**config.mk**
```make
export PLATFORM = sky130hd
export DESIGN_NAME = collision_ctrl
export DESIGN_NICKNAME = d
export VERILOG_FILES = /design/src/rtl/collision_ctrl.sv
export SDC_FILE = /design/constraint.sdc
export NUM_CORES = 1
export LEC_CHECK = 0
export ABC_CLOCK_PERIOD_IN_PS = 4280
export CAP_MARGIN = 0
export CORE_UTILIZATION = 55
export DETAILED_ROUTE_END_ITERATION = 8
export GPL_TIMING_DRIVEN = 0
export PLACE_DENSITY = 0.84
export SETUP_SLACK_MARGIN = 0.4
export SYNTH_ARGS = -nofsm -noshare
export SYNTH_HDL_FRONTEND = slang
export SYNTH_SLANG_ARGS = --single-unit
```
**constraint.sdc**
```tcl
create_clock -name frame_clk -period 4.28 [get_ports frame_clk]
set_input_delay 0.856 -clock frame_clk [delete_from_list [all_inputs] [get_ports frame_clk]]
set_output_delay 0.856 -clock frame_clk [all_outputs]
set_load 0.02 [all_outputs]
```
**src/rtl/collision_ctrl.sv**
```systemverilog
// Collision controller: per-frame bee-vs-obstacle box test, hit debounce,
// one-frame hit pulse, lives bookkeeping and a PLAY / INVULN / OVER
// state machine that drives the invulnerability flicker and game-over screen.
module collision_ctrl #(
  parameter int LIVES         = 3,   // lives loaded at reset/restart (1..7)
  parameter int HIT_CONFIRM   = 2,   // consecutive overlapping frames per hit (1..7)
  parameter int INVULN_FRAMES = 60   // invulnerable frames after a non-fatal hit (1..1023)
) (
  input  logic       frame_clk,
  input  logic       Reset,
  input  logic       Restart,
  input  logic [9:0] BeeX,
  input  logic [9:0] BeeY,
  input  logic [9:0] BeeS,
  input  logic [9:0] ObsX,
  input  logic [9:0] ObsY,
  input  logic [9:0] ObsWidth,
  input  logic [9:0] ObsHeight,
  output logic       Overlap,
  output logic       HitPulse,
  output logic       Invuln,
  output logic       GameOver,
  output logic [2:0] Lives
);

  typedef enum logic [1:0] {
    PLAY   = 2'd0,
    INVULN = 2'd1,
    OVER   = 2'd2
  } state_t;

  localparam logic [2:0] LIVES_INIT = 3'(LIVES);
  localparam logic [2:0] HIT_LAST   = 3'(HIT_CONFIRM - 1);
  localparam logic [9:0] INV_LOAD   = 10'(INVULN_FRAMES);

  state_t     state;
  logic [2:0] hit_cnt;
  logic [9:0] inv_cnt;

  // Box-overlap test; 11-bit arithmetic so BeeS + half-width cannot wrap.
  logic [10:0] dx, dy, lim_x, lim_y;
  logic        ov;

  // Absolute center distances and per-axis contact limits; touching edges overlap.
  always_comb begin
    // NOTE: every always_comb output gets a value on every path, so no latch is inferred.
    dx    = (BeeX >= ObsX) ? {1'b0, BeeX - ObsX} : {1'b0, ObsX - BeeX};
    dy    = (BeeY >= ObsY) ? {1'b0, BeeY - ObsY} : {1'b0, ObsY - BeeY};
    lim_x = {1'b0, BeeS} + ({1'b0, ObsWidth} >> 1);
    lim_y = {1'b0, BeeS} + ({1'b0, ObsHeight} >> 1);
    ov    = (dx <= lim_x) && (dy <= lim_y);
  end

  // Game state machine with registered outputs; Reset > Restart > state logic.
  always_ff @(posedge frame_clk or posedge Reset) begin
    if (Reset) begin
      state    <= PLAY;
      Lives    <= LIVES_INIT;
      hit_cnt  <= '0;
      inv_cnt  <= '0;
      Overlap  <= 1'b0;
      HitPulse <= 1'b0;
      Invuln   <= 1'b0;
      GameOver <= 1'b0;
    end else begin
      // NOTE: non-blocking assignments so every register samples pre-edge values.
      Overlap  <= ov;
      HitPulse <= 1'b0;
      if (Restart) begin
        state    <= PLAY;
        Lives    <= LIVES_INIT;
        hit_cnt  <= '0;
        inv_cnt  <= '0;
        Invuln   <= 1'b0;
        GameOver <= 1'b0;
      end else begin
        case (state)
          PLAY: begin
            if (!ov) begin
              hit_cnt <= '0;
            end else if (hit_cnt == HIT_LAST) begin
              // Contact persisted long enough: register the hit.
              hit_cnt  <= '0;
              HitPulse <= 1'b1;
              Lives    <= (Lives != 3'd0) ? Lives - 3'd1 : 3'd0;
              if (Lives <= 3'd1) begin
                state    <= OVER;
                GameOver <= 1'b1;
              end else begin
                state   <= INVULN;
                Invuln  <= 1'b1;
                inv_cnt <= INV_LOAD;
              end
            end else begin
              hit_cnt <= hit_cnt + 3'd1;
            end
          end
          INVULN: begin
            hit_cnt <= '0;
            if (inv_cnt <= 10'd1) begin
              state   <= PLAY;
              Invuln  <= 1'b0;
              inv_cnt <= '0;
            end else begin
              inv_cnt <= inv_cnt - 10'd1;
            end
          end
          OVER: begin
            hit_cnt  <= '0;
            Lives    <= 3'd0;
            GameOver <= 1'b1;
          end
          default: begin
            state    <= PLAY;
            hit_cnt  <= '0;
            inv_cnt  <= '0;
            Invuln   <= 1'b0;
            GameOver <= 1'b0;
          end
        endcase
      end
    end
  end

endmodule
```
==> results.sh <==
export IMPL_status="complete, but fails checks"
export IMPL_failed_checks="negative setup slack"
export IMPL_cts_bufs_inserted=3
export IMPL_area_growth_pct=48.5
export IMPL_netlist_top_cell_by_area="ha_1"
export IMPL_final_max_slew_violation_count=0
export IMPL_leakagePower_uw=0.00297
export IMPL_design_core_area_um2=7370
export IMPL_use_met3=0.0364
export IMPL_clockBufferDepth=2
export IMPL_num_antenna_cells=0
export IMPL_floorplan_initialDensity=0.581
export IMPL_arrival_ns=5.14
export IMPL_p_sw_uw=964
export IMPL_vias=4897
export IMPL_clock_insertion_delay_at_the_later_pin_of_the_skew_report_ns=0.27
export IMPL_portBuffers=77
export IMPL_ys_top_cells_by_area="ha_1 (23%), dfrtp_1 (12%), inv_1 (6.5%)"
export IMPL_final_setup_worst_slack_ns=-0.667
export IMPL_rsz0062_at_grt="yes"
export IMPL_seqPwrFrac=0.153
export IMPL_post_route_cells_drive_above_1_share=0.310
export IMPL_avgSynthCellArea_um2=8.10
export IMPL_clock_tree_htree_level_count=1
export IMPL_final_setup_tns_ns=-9.72
export IMPL_syn_nets=687
export IMPL_finalCriticalPeriod_ns=4.95
export IMPL_met1_usage=0.333
export IMPL_max_cap_viol_count=0
export IMPL_grt_start_max_net_pins=23
export IMPL_synth_edff_count=0
export IMPL_skew_ns=0.00859
export IMPL_gp_congestion=0.903
export IMPL_post_synth_num_cell_types=67
export IMPL_achievable_frequency_mhz=202
export IMPL_netSwitchingFraction=0.465
export IMPL_routing_layer_with_the_top_usage_in_global_route="met2"
export IMPL_final_antenna_net_count=0
export IMPL_ys_seq_area_frac=0.129
export IMPL_asyncSetResetFlopFracSynth=1.00
export IMPL_yosys_most_used_dff="dfrtp_1"
export IMPL_clkTransAtPathRegs_ns=0.09
export IMPL_drt_vias_per_instance=6.43
export IMPL_setup_worst_path_start_class="input pin"
export IMPL_setup_slack_on_the_worst_flop_to_flop_path_ns=2.07
export IMPL_layout_cells_most_common="inv_1"
export IMPL_post_dp_hpwl_mm=8.31
export IMPL_cts_tree="yes"
export IMPL_chipHeight_um=90.2
export IMPL_drt_first_pass_iters=6
export IMPL_yosys_register_bits=22
export IMPL_power_report_internal_total_uw=1110
export IMPL_yosysTopAreaCellShare=0.234
export IMPL_die_area_um2=8140
export IMPL_min_period_over_period=1.16
export IMPL_dpl_cell_area_um2=5230
export IMPL_final_setup_viol_count=22
export IMPL_design_final_nets=822
export IMPL_first_pass_grt_wire_length_mm=21.3
export IMPL_vdd_ir_drop_max_uv=227
export IMPL_fin_area_um2=6350
export IMPL_relSlewSlack=0.419
export IMPL_combinationalPowerShare=0.750
export IMPL_pre_cts_slack_ns=-1.09
export IMPL_power_density_cell_area_nw_per_um2=326
export IMPL_clock_sinks=22
export IMPL_mapped_cells=528
export IMPL_grt_total_usage=0.312
export IMPL_avgRoutedWirePerCell_um=20.9
export IMPL_timing_hold_ws_ns=0.498
export IMPL_post_synth_instance_area_um2=4280
export IMPL_yosysWarningCount=0
export IMPL_globalRoute_totalOverflow=0
export IMPL_via_count_of_the_first_global_routing_pass=4823
export IMPL_drc_errors=0
export IMPL_endpoint_kind="flop"
export IMPL_std_cell_rows=31
export IMPL_timing_worst_setup_path_type="input pin to flop"
export IMPL_cts_root_buf="clkbuf_8"
export IMPL_final_cell_mix="inv_1 (57), ha_1 (56), buf_4 (49), clkdlybuf4s50_1 (40), a21oi_1 (28)"
export IMPL_path_max_fanout=5
export IMPL_power_clock_fraction=0.097
export IMPL_holdCritPathClass="flop to flop"
export IMPL_io_pins=80
export IMPL_routed_wl_mm=15.9
export IMPL_grt_antenna_before_repair=0
export IMPL_tightestPinTransition_ns=0.870
export IMPL_floorplan_die_width_um=90.2
export IMPL_worst_path_required_ns=4.47
export IMPL_report_final_hold_viol_count=0
export IMPL_finalPower_uw=2070
export IMPL_met2_routing_resource_usage_after_global_routing=0.605
export IMPL_initialDrtViolationCount=336
## Yosys cell counts (3+ instances only)
| master | instances |
|---|---|
| a21oi_1 | 41 |
| nand4_1 | 4 |
| mux2i_1 | 10 |
| a21oi_2 | 5 |
| mux2_1 | 4 |
| xnor2_1 | 20 |
| o21bai_1 | 7 |
| nand3_1 | 10 |
| clkbuf_1 | 5 |
| nor3_1 | 10 |
| a211o_1 | 7 |
| mux2_2 | 4 |
| nor2_1 | 28 |
| nor2b_1 | 5 |
| a31o_2 | 3 |
| nand2b_1 | 4 |
| xor2_1 | 6 |
| a31oi_1 | 8 |
| o21ai_0 | 31 |
| nor4_1 | 5 |
| nand2_1 | 23 |
| a21o_1 | 27 |
| fa_1 | 6 |
| ha_1 | 80 |
| o21ai_1 | 3 |
| inv_1 | 74 |
| o21a_1 | 6 |
| o22ai_1 | 4 |
| a2111oi_0 | 5 |
| o211ai_1 | 6 |
| and3_1 | 6 |
| buf_6 | 4 |
| a32oi_1 | 3 |
| dfrtp_1 | 20 |
## per-stage QoR
stage / std cells / utilization
2_1_floorplan: 528 / -
3_3_place_gp: 704 / 0.709
3_5_place_dp: 704 / 0.709
4_1_cts: 748 / 0.807
5_1_grt: 761 / 0.862
6_report: 761 / 0.862
## registers in the layout, indices dropped and copies added (netlist names)
register,count
HitPulse,1
inv_cnt,10
hit_cnt,3
GameOver,1
state,2
Overlap,1
Lives,3
Invuln,1
## timing repair
action	4_1_cts	5_1_grt
resized for setup	138	83
hold endpoints to repair	0	0
hold buffers	0	0
gates cloned	1	0
setup buffers	39	13
pin swaps	52	53
setup endpoints to repair	22	22
## path summary, 6_finish.rpt
kind                       startpoint    endpoint  depth (start not counted)
setup / recovery              ObsX[8]    GameOver                         20
hold / removal             inv_cnt[3]  inv_cnt[3]                          1
setup reg to reg             state[0]  inv_cnt[5]                          6
hold reg to reg            inv_cnt[3]  inv_cnt[3]                          1
max in group asynchronous       Reset  inv_cnt[7]                          2
min in group asynchronous       Reset  hit_cnt[2]                          2
## critical path, cell delays in order
cell and delay [ns]:
clkdlybuf4s50_1 0.47, inv_1 0.09, ha_2 0.24, inv_1 0.12, a21oi_2 0.19, nor2_2 0.08
a21oi_4 0.19, buf_6 0.15, buf_12 0.12, buf_4 0.16, mux2_2 0.36, ha_1 0.32
nor2b_1 0.14, o21ai_0 0.16, a21oi_1 0.14, o31ai_4 0.40, o221ai_4 0.23, buf_6 0.23
nand3b_1 0.22, a21oi_2 0.24
## power groups by stage
stage          Sequential [uW]  Combinational, uW  Clock, uW
2_1_floorplan              327                791          0
3_3_place_gp               311               1060          0
3_5_place_dp               315               1100          0
4_1_cts                    311               1280        198
5_1_grt                    325               1660        211
6_report                   317               1550        201
## final cells by class
class,count,area [um2]
tap,99,124
fill,366,1020
sequential,22,553
buffer,13,111
timing repair buffer,130,1150
clock inverter,1,30.0
clock buffer,3,41.3
inverter,74,295
multi-input combinational,419,4050
## routing by layer
layer / up-vias / wire length [um]
met5: - / 0
met4: 0 / 1040
met3: 91 / 971
met2: 280 / 8030
met1: 2337 / 5830
li1: 2189 / -
## logic make-up (layout without fill, tap and decap cells)
group,count (synthesis),count (layout),synth area share
AO/OA/AOI/OAI,177,177,0.286
AND/OR/NAND/NOR,111,111,0.137
buffers and inverters,87,221,0.0851
adder cells (fa/ha/maj),86,86,0.262
XOR/XNOR,26,26,0.0532
flip-flops,22,22,0.129
multiplexers,19,19,0.0480
No activity file was read; power rests on OpenSTA's default activity.
